==> config.mk <==
export PLATFORM = sky130hd
export DESIGN_NAME = vend_select_ctrl
export DESIGN_NICKNAME = d
export VERILOG_FILES = /design/src/rtl/vend_select_ctrl.sv
export SDC_FILE = /design/constraint.sdc
export NUM_CORES = 1
export LEC_CHECK = 0
export CAP_MARGIN = 20
export CORE_ASPECT_RATIO = 2
export CORE_UTILIZATION = 57
export DETAILED_ROUTE_END_ITERATION = 16
export DONT_BUFFER_PORTS = 1
export GPL_ROUTABILITY_DRIVEN = 0
export PLACE_DENSITY_LB_ADDON = 0.2
export SYNTH_ARGS = -nofsm -noshare
export SYNTH_HDL_FRONTEND = slang
export SYNTH_SLANG_ARGS = --single-unit
==> constraint.sdc <==
create_clock -name clk_50 -period 3.76 [get_ports clk_50]
set_clock_uncertainty 0.15 [all_clocks]
set_input_delay 0.564 -clock clk_50 [delete_from_list [all_inputs] [get_ports clk_50]]
set_output_delay 0.564 -clock clk_50 [all_outputs]
set_load 0.005 [all_outputs]
==> src/rtl/vend_select_ctrl.sv <==
// vend_select_ctrl: debounced cursor selection, timed dispense control and frame-synced cursor for the renderer.
// Define VEND_SEG_EN to compile in the 7-segment drivers; without it led1..led4 are tied blank.
module vend_select_ctrl #(
    parameter int DEB_CYCLES  = 500000,
    parameter int VEND_CYCLES = 100000000
) (
    input  logic       clk_50,
    input  logic       reset_key,
    input  logic       b_left,
    input  logic       b_right,
    input  logic       start_key,
    input  logic       vsync_in,
    output logic [1:0] sel_idx,
    output logic       vend_pulse,
    output logic [1:0] vend_idx,
    output logic       busy,
    output logic [0:6] led1,
    output logic [0:6] led2,
    output logic [0:6] led3,
    output logic [0:6] led4
);
    localparam int DW = (DEB_CYCLES > 1) ? $clog2(DEB_CYCLES) : 1;
    localparam int VW = (VEND_CYCLES > 1) ? $clog2(VEND_CYCLES) : 1;
    localparam logic [DW-1:0] DEB_MAX  = DW'(DEB_CYCLES - 1);
    localparam logic [VW-1:0] VEND_MAX = VW'(VEND_CYCLES - 1);

    typedef enum logic {IDLE, VEND} state_t;

    // Button bit order: 0 = left, 1 = right, 2 = start.
    logic [2:0]    btn_raw;
    logic [2:0]    sync1;
    logic [2:0]    sync2;
    logic [2:0]    deb;
    logic [2:0]    deb_d;
    logic [2:0]    armed;
    logic [2:0]    press;
    logic [1:0]    rdy;
    logic [DW-1:0] deb_cnt [3];

    assign btn_raw = {start_key, b_right, b_left};

    // A button only becomes armed once it has been seen released after reset,
    // so a key held through reset cannot fire until it is pressed again.
    always_ff @(posedge clk_50 or posedge reset_key) begin
        if (reset_key) begin
            sync1 <= '0;
            sync2 <= '0;
            rdy   <= '0;
            deb   <= '0;
            deb_d <= '0;
            armed <= '0;
            for (int i = 0; i < 3; i++) begin
                deb_cnt[i] <= '0;
            end
        end else begin
            sync1 <= btn_raw;
            sync2 <= sync1;
            rdy   <= {rdy[0], 1'b1};
            deb_d <= deb;
            for (int i = 0; i < 3; i++) begin
                if (sync2[i] == deb[i]) begin
                    deb_cnt[i] <= '0;
                end else if (deb_cnt[i] == DEB_MAX) begin
                    deb[i]     <= sync2[i];
                    deb_cnt[i] <= '0;
                end else begin
                    deb_cnt[i] <= deb_cnt[i] + DW'(1);
                end
                if (rdy[1] && !sync2[i] && !deb[i]) begin
                    armed[i] <= 1'b1;
                end
            end
        end
    end

    assign press = deb & ~deb_d & armed;

    state_t        state;
    state_t        state_nxt;
    logic [1:0]    cursor;
    logic [1:0]    cursor_nxt;
    logic [VW-1:0] vcnt;
    logic [VW-1:0] vcnt_nxt;
    logic          pulse_nxt;
    logic [1:0]    vidx_nxt;
    logic          vs1;
    logic          vs2;
    logic          vs_d;
    logic          vs_fall;

    assign vs_fall = vs_d & ~vs2;

    // Start wins over a same-cycle move; opposing moves cancel.
    always_comb begin
        state_nxt  = state;
        cursor_nxt = cursor;
        vcnt_nxt   = vcnt;
        pulse_nxt  = 1'b0;
        vidx_nxt   = vend_idx;
        case (state)
            IDLE: begin
                if (press[2]) begin
                    state_nxt = VEND;
                    vcnt_nxt  = VEND_MAX;
                    pulse_nxt = 1'b1;
                    vidx_nxt  = cursor;
                end else if (press[1] && !press[0]) begin
                    cursor_nxt = cursor + 2'd1;
                end else if (press[0] && !press[1]) begin
                    cursor_nxt = cursor - 2'd1;
                end
            end
            VEND: begin
                if (vcnt == '0) begin
                    state_nxt = IDLE;
                end else begin
                    vcnt_nxt = vcnt - VW'(1);
                end
            end
            default: state_nxt = IDLE;
        endcase
    end

    always_ff @(posedge clk_50 or posedge reset_key) begin
        if (reset_key) begin
            state      <= IDLE;
            cursor     <= '0;
            vcnt       <= '0;
            vend_pulse <= 1'b0;
            vend_idx   <= '0;
            busy       <= 1'b0;
            sel_idx    <= '0;
            vs1        <= 1'b0;
            vs2        <= 1'b0;
            vs_d       <= 1'b0;
        end else begin
            state      <= state_nxt;
            cursor     <= cursor_nxt;
            vcnt       <= vcnt_nxt;
            vend_pulse <= pulse_nxt;
            vend_idx   <= vidx_nxt;
            busy       <= (state == VEND);
            vs1        <= vsync_in;
            vs2        <= vs1;
            vs_d       <= vs2;
            if (vs_fall) begin
                sel_idx <= cursor;
            end
        end
    end

`ifdef VEND_SEG_EN
    logic [3:0] bcd_tens;
    logic [3:0] bcd_units;

    always_ff @(posedge clk_50 or posedge reset_key) begin
        if (reset_key) begin
            bcd_tens  <= '0;
            bcd_units <= '0;
        end else if (vend_pulse) begin
            if (bcd_units == 4'd9) begin
                bcd_units <= '0;
                bcd_tens  <= (bcd_tens == 4'd9) ? 4'd0 : bcd_tens + 4'd1;
            end else begin
                bcd_units <= bcd_units + 4'd1;
            end
        end
    end

    function automatic logic [6:0] seg7(input logic [3:0] d);
        case (d)
            4'd0:    return 7'b1000000;
            4'd1:    return 7'b1111001;
            4'd2:    return 7'b0100100;
            4'd3:    return 7'b0110000;
            4'd4:    return 7'b0011001;
            4'd5:    return 7'b0010010;
            4'd6:    return 7'b0000010;
            4'd7:    return 7'b1111000;
            4'd8:    return 7'b0000000;
            4'd9:    return 7'b0010000;
            default: return 7'b1111111;
        endcase
    endfunction

    // Displays go blank while reset is held, independent of the clock.
    always_comb begin
        led1 = 7'b1111111;
        led2 = 7'b1111111;
        led3 = 7'b1111111;
        led4 = 7'b1111111;
        if (!reset_key) begin
            led1 = seg7({2'b00, cursor} + 4'd1);
            led2 = busy ? 7'b0001100 : 7'b1111111;
            led3 = seg7(bcd_tens);
            led4 = seg7(bcd_units);
        end
    end
`else
    assign led1 = 7'b1111111;
    assign led2 = 7'b1111111;
    assign led3 = 7'b1111111;
    assign led4 = 7'b1111111;
`endif

endmodule
==> results of run 1 <==
==> worst paths after layout <==
kind | from | endpoint | slack, ps | cells after the start
max | vcnt[0]$_DFFE_PP0P_ | vcnt[17]$_DFFE_PP0P_ | 1230 | 7
min | vsync_in | vs1$_DFF_PP0_ | 30 | 0
max reg2reg | vcnt[0]$_DFFE_PP0P_ | vcnt[17]$_DFFE_PP0P_ | 1230 | 7
min reg2reg | rdy[0]$_DFF_PP0_ | rdy[1]$_DFF_PP0_ | 200 | 0
max in group asynchronous | reset_key | deb_cnt[1]$_DFF_PP0_ | 2200 | 3
min in group asynchronous | reset_key | deb_cnt[55]$_DFF_PP0_ | 500 | 2
==> timing repair <==
item	4_1_cts	5_1_grt
setup buffers	0	0
hold buffers	1	0
hold endpoints to repair	36	0
==> cells by family (layout without fill, tap and decap cells) <==
logic type / count (synthesis) / in the layout / share of synthesized area
XOR/XNOR: 65 / 65 / 0.106
AO/OA/AOI/OAI: 45 / 45 / 0.0576
other: 1 / 29 / 0.000697
adder cells (fa/ha/maj): 5 / 5 / 0.0116
AND/OR/NAND/NOR: 242 / 242 / 0.227
multiplexers: 6 / 6 / 0.0123
flip-flops: 113 / 113 / 0.525
buffers and inverters: 54 / 46 / 0.0600
==> critical path: cells and delay by family, from the launching register on <==
| family | cells | cell delay (ps) |
|---|---|---|
| adder cells (fa/ha/maj) | 1 | 250 |
| AO/OA/AOI/OAI | 3 | 860 |
| flip-flops | 1 | 410 |
| buffers and inverters | 1 | 70 |
| AND/OR/NAND/NOR | 2 | 700 |
==> state kept, by name (all words and copies together), names as in the netlist, 2 cells and up <==
register / cells
rdy: 2
deb_d: 3
cursor: 2
deb: 3
vend_idx: 2
sync1: 3
sync2: 3
sel_idx: 2
deb_cnt: 57
armed: 3
vcnt: 27
==> per-stage QoR <==
| stage | std cells | instance area, um2 | hold slack (ps) | setup slack [ps] | total power, mW |
|---|---|---|---|---|---|
| 6_report | 653 | 5930 | 33.7 | 1230 | 2.78 |
| 5_1_grt | 653 | 5930 | 13.0 | 991 | 2.88 |
| 4_1_cts | 653 | 5930 | 16.9 | 1250 | 2.82 |
| 3_5_place_dp | 621 | 5360 | 186 | 1280 | 1.32 |
| 3_3_place_gp | 621 | 5360 | 184 | 1410 | 1.32 |
| 2_1_floorplan | 559 | 5490 | 181 | 58.6 | 1.33 |
==> metal layers <==
| layer | up-vias | GRT usage | wire [um] |
|---|---|---|---|
| met2 | 54 | 0.381 | 5300 |
| li1 | 1786 | - | - |
| met4 | 0 | 0.114 | 217 |
| met3 | 18 | 0.0572 | 250 |
| met5 | - | 0 | 0 |
| met1 | 1818 | 0.230 | 3860 |
==> where the power goes <==
part / leakage, nW / internal, mW / switching [mW]
Sequential: 1.53 / 1.23 / 0.0114
Clock: 0.270 / 0.949 / 0.525
Combinational: 0.897 / 0.0133 / 0.0476
Total: 2.70 / 2.19 / 0.584
==> cell usage after synthesis (6+ instances only) <==
cell / n / area [um2]
sky130_fd_sc_hd__inv_1: 13 / 48.8
sky130_fd_sc_hd__and3_1: 8 / 50.1
sky130_fd_sc_hd__buf_2: 6 / 30.0
sky130_fd_sc_hd__nand4_1: 16 / 100
sky130_fd_sc_hd__or3_1: 7 / 43.8
sky130_fd_sc_hd__dfrtp_1: 113 / 2830
sky130_fd_sc_hd__buf_4: 28 / 210
sky130_fd_sc_hd__nor2_1: 86 / 323
sky130_fd_sc_hd__o21ai_0: 7 / 35.0
sky130_fd_sc_hd__xor2_1: 36 / 315
sky130_fd_sc_hd__nor3_1: 17 / 85.1
sky130_fd_sc_hd__and4_1: 8 / 70.1
sky130_fd_sc_hd__a21oi_1: 9 / 45.0
sky130_fd_sc_hd__nor4_1: 9 / 56.3
sky130_fd_sc_hd__nand3_1: 25 / 125
sky130_fd_sc_hd__xnor2_1: 29 / 254
sky130_fd_sc_hd__nand2_1: 40 / 150
==> area by class of cell <==
class / count / area (um2) / area share
clock buffers: 21 / 470 / 0.0793
clock inverters: 10 / 86.3 / 0.0146
inverters: 13 / 51.3 / 0.00865
multi-input cells: 392 / 2340 / 0.394
flip-flops and latches: 113 / 2830 / 0.477
well taps: 102 / 128 / 0.0215
repair buffers: 2 / 30.0 / 0.00506
==> out/qor.txt, run 1 <==
FINAL LAYOUT
-------------------------------------------------------------------------------------
Share of the core filled with cells ....................................        0.654
Fill cell total of the finished layout .................................          743
Fraction of layout instances using a drive strength above 1 ............       0.0907
# nets final ...........................................................          550
Commonest non-fill, non-tap cell in the layout ......................... sky130_fd_sc_hd__dfrtp_1
Area growth from synthesis to final layout .............................        10.2%
Top library cells by usage in the layout, fill and taps aside .......... sky130_fd_sc_hd__dfrtp_1 (113), sky130_fd_sc_hd__nor2_1 (86), sky130_fd_sc_hd__nand2_1 (40)
Antenna cell count .....................................................            0

TIMING
-------------------------------------------------------------------------------------
Worst slew margin relative to its limit ................................        0.488
Count of endpoints failing setup in the final report ...................            0
Endpoints failing hold .................................................            0
RSZ-0062 raised after global routing ...................................        false
Min Clock Period, post-route ...........................................      2530 ps
Fmax ...................................................................      394 MHz
Max Transition Viols Final .............................................            0
Slew at the pin closest to its max-slew limit ..........................       769 ps
TNS Setup ..............................................................         0 ps
Share of the cycle needed by the critical path after routing ...........        0.674

LOGIC SYNTHESIS
-------------------------------------------------------------------------------------
Warning count from the yosys run .......................................            0
Post-synthesis register bit count ......................................          113
Count of distinct cell types in the synthesized netlist ................           53
Mapped Area ............................................................     5380 um2
Sequential fraction of the synthesis area ..............................        0.525
Syn_area_per_cell ......................................................     10.1 um2
Share of synthesized registers carrying an async set or reset ..........         1.00
Post-synth top flop .................................................... sky130_fd_sc_hd__dfrtp_1
EDFF count, synth ......................................................            0
Number of instances in the synthesized netlist .........................          531

GLOBAL ROUTING
-------------------------------------------------------------------------------------
Overall global routing resource usage ..................................        0.216
Largest net degree at the start of global routing ......................           78
Vias in the first global route .........................................         3787
Antenna violations before repair .......................................            0
Wire length of the first global-routing pass ...........................     16500 um
Global route total overflow ............................................            0

CTS
-------------------------------------------------------------------------------------
Max H-tree Level .......................................................            4
Resize count post-CTS ..................................................            0
Worst-Skew Late Latency ................................................       400 ps
Cts bufs inserted ......................................................           17
Reg clk slew, reported paths ...........................................        50 ps
Clock tree from TritonCTS ..............................................         done
Largest buffer count on any clock path .................................            2
Clock tree root buffer cell ............................................ sky130_fd_sc_hd__clkbuf_16
CTS Sinks ..............................................................          113

ROUTE
-------------------------------------------------------------------------------------
Number of nets still failing antenna checks after routing ..............            0
Routed wire length per instance ........................................      14.7 um
Count of unresolved DRC violations after routing .......................            4
Via density per instance ...............................................         5.63
Total detailed-routing wirelength ......................................      9620 um
Vias after detailed routing ............................................         3676
DRT Pass-1 Iters .......................................................           10
Count of routing violations after the opening detailed-route iteration .          240

DIE
-------------------------------------------------------------------------------------
Initial cell density of the core .......................................        0.593
Die width ..............................................................      70.7 um
Number of placed I/O pins ..............................................           40
Number of placement rows ...............................................           49
Placeable core region ..................................................     9070 um2
Die area ...............................................................     9860 um2
Height of the chip .....................................................       139 um

CRITICAL PATH
-------------------------------------------------------------------------------------
Startpoint kind of the worst setup timing path .........................     register
Data arrival time of the critical path .................................      2710 ps
Master of the slowest instance on the critical path .................... sky130_fd_sc_hd__o21ai_1
Crit Path Max Fanout ...................................................            9
Chain of cells forming the critical path ............................... inv_1 > ha_1 > nor3b_1 > nand4_2 > o21ai_1 > o21ai_0 > a21oi_1
Element type at the critical path end ..................................     register
Crit Path Class ........................................................      reg2reg
Critical Path RT .......................................................      3940 ps
Critical Path Max Stage Delay ..........................................       540 ps

POWER
-------------------------------------------------------------------------------------
Lkg Pwr ................................................................      2.70 nW
Power Dens Cells .......................................................   468 nW/um2
Worst voltage drop across the vdd grid .................................     0.382 mV

MIN PATH
-------------------------------------------------------------------------------------
Type of the tightest min-delay check ...................................       in2reg

STATUS
-------------------------------------------------------------------------------------
Run status ............................................................. finished with violations
Violated checks ........................................................          DRC

JOB
-------------------------------------------------------------------------------------
Number of max-cap violations ...........................................            0

PLACE
-------------------------------------------------------------------------------------
# port buffers .........................................................            0
Detailed placer's ending HPWL ..........................................      6480 um

Power figures use the tool's default switching activity.
==> run 2: changes to the inputs <==
--- a/config.mk
+++ b/config.mk
@@ -7,7 +7,7 @@
 export LEC_CHECK = 0
 export CAP_MARGIN = 20
 export CORE_ASPECT_RATIO = 2
-export CORE_UTILIZATION = 57
+export CORE_UTILIZATION = 60
 export DETAILED_ROUTE_END_ITERATION = 16
 export DONT_BUFFER_PORTS = 1
 export GPL_ROUTABILITY_DRIVEN = 0
==> constraint.sdc (replaced) <==
create_clock -name clk_50 -period 2.6 [get_ports clk_50]
set_clock_uncertainty 0.15 [all_clocks]
set_input_delay 0.39 -clock clk_50 [delete_from_list [all_inputs] [get_ports clk_50]]
set_output_delay 0.39 -clock clk_50 [all_outputs]
set_load 0.005 [all_outputs]
==> run 2 against run 1 <==
The run now ends clean. Combinational power grew 59%. Register-to-register slack got worse by 970 ps. Core utilization up 4.1 points. Critical path depth unchanged. Via count grew 2.6%. Critical endpoint is now vcnt[2]$_DFFE_PP0P_. Largest cell class unchanged. Highest routed layer unchanged.
==> out/qor.txt, run 2 (synthesized netlist as in run 1, its figures left out) <==
ROUTE
-------------------------------------------------------------------------------------
Count of unresolved DRC violations after routing .......................            0   -4
Total detailed-routing wirelength ......................................     10100 um   +4.8%
Via density per instance ...............................................         5.71   +1.4%
Number of nets still failing antenna checks after routing ..............            0   unchanged
Count of routing violations after the opening detailed-route iteration .          191   -20%
DRT Pass-1 Iters .......................................................            5   -5
Vias after detailed routing ............................................         3772   +2.6%
Routed wire length per instance ........................................      15.3 um   +3.5%

CRITICAL PATH
-------------------------------------------------------------------------------------
Startpoint kind of the worst setup timing path .........................     register
Crit Path Max Fanout ...................................................           11   +2
FF-to-FF Start ......................................................... vcnt[0]$_DFFE_PP0P_
Critical Path RT .......................................................      2720 ps   -1220 ps
Endpoint of the lowest-slack register-to-register path ................. vcnt[2]$_DFFE_PP0P_
R2R setup slack ........................................................       250 ps   -970 ps
Crit Path Class ........................................................      reg2reg
Data arrival time of the critical path .................................      2470 ps   -240 ps
Element type at the critical path end ..................................     register
R2R depth ..............................................................            7   unchanged
Critical path startpoint ............................................... vcnt[0]$_DFFE_PP0P_
Endpoint of the worst setup timing path ................................ vcnt[2]$_DFFE_PP0P_

POWER
-------------------------------------------------------------------------------------
Combinational fraction of design power .................................        0.024   +0.002
Portion of total power attributed to sequential cells ..................        0.450   +0.002
Clk network pwr share ..................................................        0.525   -0.006
Worst voltage drop across the vdd grid .................................     0.743 mV   +95%
Power Dens Cells .......................................................   664 nW/um2   +42%
Power Internal .........................................................      3.18 mW   +45%
Switching power of the nets ............................................     0.817 mW   +40%
Lkg Pwr ................................................................      2.74 nW   +1.6%
Switching share of power ...............................................        0.205   -0.00563

PLACE
-------------------------------------------------------------------------------------
# port buffers .........................................................            0   unchanged
Detailed placer's ending HPWL ..........................................      6640 um   +2.6%

TIMING
-------------------------------------------------------------------------------------
Endpoints failing hold .................................................            0   unchanged
Count of endpoints failing setup in the final report ...................            0   unchanged
Share of the cycle needed by the critical path after routing ...........        0.902   +0.228
Slew at the pin closest to its max-slew limit ..........................       531 ps   -237 ps
Fmax ...................................................................      426 MHz   +8.0%
Max Transition Viols Final .............................................            0   unchanged
Min Clock Period, post-route ...........................................      2350 ps   -189 ps
Worst slew margin relative to its limit ................................        0.646   +0.158
TNS Setup ..............................................................         0 ps   unchanged
RSZ-0062 raised after global routing ...................................        false

FINAL LAYOUT
-------------------------------------------------------------------------------------
Leading registers by flop count ........................................ deb_cnt (57), vcnt (27)
Fraction of layout instances using a drive strength above 1 ............       0.0963   +0.00551
Share of the core filled with cells ....................................        0.695   +0.0413
Top register by number of flip-flops ...................................      deb_cnt
Flip-flop count of the largest register, all copies and words added ....           57   unchanged
Top library cells by usage in the layout, fill and taps aside .......... sky130_fd_sc_hd__dfrtp_1 (113), sky130_fd_sc_hd__nor2_1 (86), sky130_fd_sc_hd__nand2_1 (40)
Antenna cell count .....................................................            0   unchanged
# nets final ...........................................................          561   +2.0%
Commonest non-fill, non-tap cell in the layout ......................... sky130_fd_sc_hd__dfrtp_1
Area growth from synthesis to final layout .............................        11.6%

CTS
-------------------------------------------------------------------------------------
Clock tree from TritonCTS ..............................................         done
Post-CTS Setup Bufs ....................................................            0   unchanged
CTS Sinks ..............................................................          113   unchanged
Largest buffer count on any clock path .................................            2   unchanged
Reg clk slew, reported paths ...........................................        50 ps   about the same
Worst-Skew Late Latency ................................................       400 ps   about the same
Clock tree root buffer cell ............................................ sky130_fd_sc_hd__clkbuf_16
Cts bufs inserted ......................................................           17   unchanged
Max H-tree Level .......................................................            4   unchanged

GLOBAL ROUTING
-------------------------------------------------------------------------------------
Vias in the first global route .........................................         3792   +0.13%
Antenna violations before repair .......................................            0   unchanged
Global route total overflow ............................................            0   unchanged
Wire length of the first global-routing pass ...........................     16700 um   +0.79%
Largest net degree at the start of global routing ......................           64   -18%
Overall global routing resource usage ..................................        0.245   +0.0297

DIE
-------------------------------------------------------------------------------------
Die area ...............................................................     9380 um2   -4.9%
Placeable core region ..................................................     8650 um2   -4.7%
Number of placement rows ...............................................           48   -2.0%
Die width ..............................................................      69.0 um   -2.5%
Height of the chip .....................................................       136 um   -2.5%
Number of placed I/O pins ..............................................           40   unchanged
Initial cell density of the core .......................................        0.622   +0.0292

JOB
-------------------------------------------------------------------------------------
Number of max-cap violations ...........................................            0   unchanged

MIN PATH
-------------------------------------------------------------------------------------
Worst min-delay path startpoint ........................................ rdy[0]$_DFF_PP0_
Type of the tightest min-delay check ...................................      reg2reg

STATUS
-------------------------------------------------------------------------------------
Run status .............................................................    completed

-- run 2: worst max-delay path, cell delays in order, from the launching register on --
cell and delay, ps:
sky130_fd_sc_hd__dfrtp_1 410, sky130_fd_sc_hd__inv_1 70, sky130_fd_sc_hd__ha_1 240, sky130_fd_sc_hd__nor3b_2 290
sky130_fd_sc_hd__nand4_2 280, sky130_fd_sc_hd__o21a_1 400, sky130_fd_sc_hd__a211oi_1 310, sky130_fd_sc_hd__a31oi_1 60
-- run 2: area by class of cell --
cell class,count,area (um2)
clock buffers,24,482
clock inverters,6,57.6
fillers,648,2640
inverters,13,52.6
multi-input cells,392,2340
flip-flops and latches,113,2830
well taps,100,125
repair buffers,13,123
-- run 2: worst min path at each step --
stage               slack [ps]  depth (start not counted)          endpoint
finish                     190                          0  rdy[1]$_DFF_PP0_
global placement           100                          1     vs1$_DFF_PP0_
floorplan                  180                          0  rdy[1]$_DFF_PP0_
detailed placement         100                          1     vs1$_DFF_PP0_
global route               200                          0  rdy[1]$_DFF_PP0_
CTS                        190                          0  rdy[1]$_DFF_PP0_
-- run 2: per-layer routing --
metal,track usage,wire (um)
met2,0.429,5710
met4,0.128,310
met5,0,0
met1,0.248,3760
met3,0.0738,300
-- run 2: power by group through the flow --
stage | sequential, mW | combinational, mW | clock [mW]
finish | 1.80 | 0.0967 | 2.10
global route | 1.80 | 0.115 | 2.23
CTS | 1.80 | 0.0986 | 2.14
detailed placement | 1.83 | 0.0920 | 0
global placement | 1.83 | 0.0894 | 0
floorplan | 1.82 | 0.101 | 0
-- run 2: repair_timing --
action	in CTS	in global routing
endpoints found under the hold margin	16	0
hold buffers	5	0
resized for setup	0	1
setup endpoints to repair	0	2
-- run 2: per-stage QoR --
step	worst slack (ps)	total power [mW]	instances	hold slack, ps	area, um2
5_1_grt	129	4.14	661	197	6010
3_3_place_gp	302	1.91	626	99.2	5420
2_1_floorplan	459	1.92	559	181	5490
4_1_cts	141	4.03	661	192	6000
3_5_place_dp	154	1.92	626	103	5420
6_report	254	3.99	661	193	6010
==> run 3: changes to the inputs <==
--- a/config.mk
+++ b/config.mk
@@ -7,7 +7,7 @@
 export LEC_CHECK = 0
 export CAP_MARGIN = 20
 export CORE_ASPECT_RATIO = 2
-export CORE_UTILIZATION = 60
+export CORE_UTILIZATION = 50
 export DETAILED_ROUTE_END_ITERATION = 16
 export DONT_BUFFER_PORTS = 1
 export GPL_ROUTABILITY_DRIVEN = 0
@@ -15,3 +15,4 @@
 export SYNTH_ARGS = -nofsm -noshare
 export SYNTH_HDL_FRONTEND = slang
 export SYNTH_SLANG_ARGS = --single-unit
+export TNS_END_PERCENT = 20
==> run 3 against run 2 <==
Clock power is 4% lower. Largest power group unchanged. Sequential share of layout area about the same. Critical endpoint unchanged. Die area up 20%. Core utilization shrank 12 points.
==> out/qor.txt, run 3 (synthesized netlist as in run 1, its figures left out) <==
PLACE
-------------------------------------------------------------------------------------
# placed instances .....................................................          661   +5.6%
# port buffers .........................................................            0   unchanged
Post-place instance area ...............................................     5450 um2   +0.58%
Detailed placer's ending HPWL ..........................................      6490 um   -2.3%
Post-Place Worst Slack .................................................       214 ps   +59.6 ps

ROUTE
-------------------------------------------------------------------------------------
Number of nets still failing antenna checks after routing ..............            0   unchanged
Via density per instance ...............................................         5.29   -7.3%
Count of unresolved DRC violations after routing .......................            0   unchanged
Routed wire length per instance ........................................      14.3 um   -6.6%
DRT Pass-1 Iters .......................................................            4   -1
Count of routing violations after the opening detailed-route iteration .          214   +12%
Vias after detailed routing ............................................         3678   -2.5%
Total detailed-routing wirelength ......................................      9910 um   -1.8%

GLOBAL ROUTING
-------------------------------------------------------------------------------------
Overall global routing resource usage ..................................        0.198   -0.0475
Antenna violations before repair .......................................            0   unchanged
Wire length of the first global-routing pass ...........................     16800 um   +0.62%
Largest net degree at the start of global routing ......................          114   +78%
Global route total overflow ............................................            0   unchanged
Vias in the first global route .........................................         3692   -2.6%

CTS
-------------------------------------------------------------------------------------
Largest buffer count on any clock path .................................            2   unchanged
Cts bufs inserted ......................................................           17   unchanged
Clock tree root buffer cell ............................................ sky130_fd_sc_hd__clkbuf_16
Worst-Skew Late Latency ................................................       410 ps   about the same
CTS Sinks ..............................................................          113   unchanged
Clock tree from TritonCTS ..............................................         done
Max H-tree Level .......................................................            4   unchanged
Post-CTS Setup Bufs ....................................................            0   unchanged
Reg clk slew, reported paths ...........................................        50 ps   about the same

FINAL LAYOUT
-------------------------------------------------------------------------------------
Flip-flop count of the largest register, all copies and words added ....           57   unchanged
Leading registers by flop count ........................................ deb_cnt (57), vcnt (27)
Top library cells by usage in the layout, fill and taps aside .......... sky130_fd_sc_hd__dfrtp_1 (113), sky130_fd_sc_hd__nor2_1 (86), sky130_fd_sc_hd__nand2_1 (40)
Area growth from synthesis to final layout .............................        11.7%   about the same
Commonest non-fill, non-tap cell in the layout ......................... sky130_fd_sc_hd__dfrtp_1
Top register by number of flip-flops ...................................      deb_cnt
Final Non-Filler Cells .................................................          695   +5.1%
Final std cell area, no fill ...........................................     6010 um2   about the same
Antenna cell count .....................................................            0   unchanged
# nets final ...........................................................          559   -0.36%
Fraction of layout instances using a drive strength above 1 ............       0.0950   -0.00127

POWER
-------------------------------------------------------------------------------------
Power Dens Cells .......................................................   649 nW/um2   -2.4%
Lkg Pwr ................................................................      2.72 nW   -0.67%
Power, Total ...........................................................      3.90 mW   -2.3%
Worst voltage drop across the vdd grid .................................     0.496 mV   -33%

TIMING
-------------------------------------------------------------------------------------
Max Transition Viols Final .............................................            0   unchanged
Share of the cycle needed by the critical path after routing ...........        0.908   +0.00523
TNS Setup ..............................................................         0 ps   unchanged
Min Clock Period, post-route ...........................................      2360 ps   +13.6 ps
Count of endpoints failing setup in the final report ...................            0   unchanged
Slew at the pin closest to its max-slew limit ..........................       593 ps   +62.0 ps
Fin worst setup slack ..................................................       240 ps   -13.6 ps
RSZ-0062 raised after global routing ...................................        false
Fmax ...................................................................      424 MHz   -0.58%
Endpoints failing hold .................................................            0   unchanged
Worst slew margin relative to its limit ................................        0.604   -0.0413

CRITICAL PATH
-------------------------------------------------------------------------------------
Chain of cells forming the critical path ............................... nor4_2 > nand4_2 > o21a_1 > a211oi_1 > a31oi_1
Critical Path Max Stage Delay ..........................................       560 ps   +150 ps
Critical Path RT .......................................................      2720 ps   about the same
Crit Path Max Fanout ...................................................           11   unchanged
Data arrival time of the critical path .................................      2480 ps   about the same
WP buf/inv .............................................................            0   -1
Cell type group with the largest total delay on the critical path ...... simple AND/OR/NAND/NOR gates
Element type at the critical path end ..................................     register
Startpoint kind of the worst setup timing path .........................     register
Crit Path Class ........................................................      reg2reg
Master of the slowest instance on the critical path .................... sky130_fd_sc_hd__nor4_2

DIE
-------------------------------------------------------------------------------------
Number of placement rows ...............................................           53   +10%
Die area ...............................................................    11200 um2   +20%
Initial cell density of the core .......................................        0.514   -0.109
Placeable core region ..................................................    10500 um2   +21%
Height of the chip .....................................................       149 um   +9.4%
Die width ..............................................................      75.4 um   +9.3%
Number of placed I/O pins ..............................................           40   unchanged

MIN PATH
-------------------------------------------------------------------------------------
Type of the tightest min-delay check ...................................      reg2reg

STATUS
-------------------------------------------------------------------------------------
Run status .............................................................    completed

JOB
-------------------------------------------------------------------------------------
Number of max-cap violations ...........................................            0   unchanged

## run 3: changes by cell type in the layout (fill, tap and decap cells not counted)
cell / delta
sky130_fd_sc_hd__buf_4: -2
sky130_fd_sc_hd__clkbuf_1: -2
sky130_fd_sc_hd__clkinv_2: +2
sky130_fd_sc_hd__bufinv_16: -1
## run 3: path summary, 6_finish.rpt
check | startpoint | slack (ps) | cells after the start | endpoint
max | vcnt[13]$_DFFE_PP0P_ | 240 | 5 | vcnt[2]$_DFFE_PP0P_
min | sync1[0]$_DFF_PP0_ | 200 | 0 | sync2[0]$_DFF_PP0_
max reg2reg | vcnt[13]$_DFFE_PP0P_ | 240 | 5 | vcnt[2]$_DFFE_PP0P_
min reg2reg | sync1[0]$_DFF_PP0_ | 200 | 0 | sync2[0]$_DFF_PP0_
max in group asynchronous | reset_key | 1350 | 3 | vcnt[8]$_DFFE_PP0P_
min in group asynchronous | reset_key | 480 | 3 | deb_cnt[53]$_DFF_PP0_
## run 3: power breakdown
group	internal, mW	total [mW]	switching [mW]
Clock	1.26	2.01	0.748
Combinational	0.0243	0.0937	0.0694
Sequential	1.78	1.80	0.0152
Total	3.07	3.90	0.833
## run 3: cell type report
class	instances	area (um2)
Fill cell	935	4460
Sequential cell	113	2830
Multi-Input combinational cell	392	2340
Clock buffer	22	474
Tap cell	137	171
Timing Repair Buffer	11	108
Inverter	13	52.6
Clock inverter	7	37.5
## run 3: stage by stage
| stage | utilization | hold slack, ps |
|---|---|---|
| final | 0.574 | 197 |
| after floorplan | - | 181 |
| after global routing | 0.574 | 203 |
| after global placement | 0.520 | 183 |
| after detailed placement | 0.520 | 189 |
| after CTS | 0.573 | 197 |
## run 3: worst reg2reg max path, cell delays in order (launching register included)
cell	delay (ps)
sky130_fd_sc_hd__dfrtp_1	430
sky130_fd_sc_hd__nor4_2	560
sky130_fd_sc_hd__nand4_2	350
sky130_fd_sc_hd__o21a_1	400
sky130_fd_sc_hd__a211oi_1	280
sky130_fd_sc_hd__a31oi_1	60
## run 3: what timing repair did
action	CTS	global route
resized for setup	0	1
hold endpoints to repair	117	0
hold buffers	5	0
endpoints found under the setup margin	0	3
## run 3: layer usage
metal | track usage | vias up | wire, um
li1 | - | 1805 | -
met1 | 0.224 | 1800 | 3980
met2 | 0.342 | 52 | 5510
met3 | 0.0446 | 21 | 201
met4 | 0.0907 | 0 | 214
met5 | 0 | - | 0
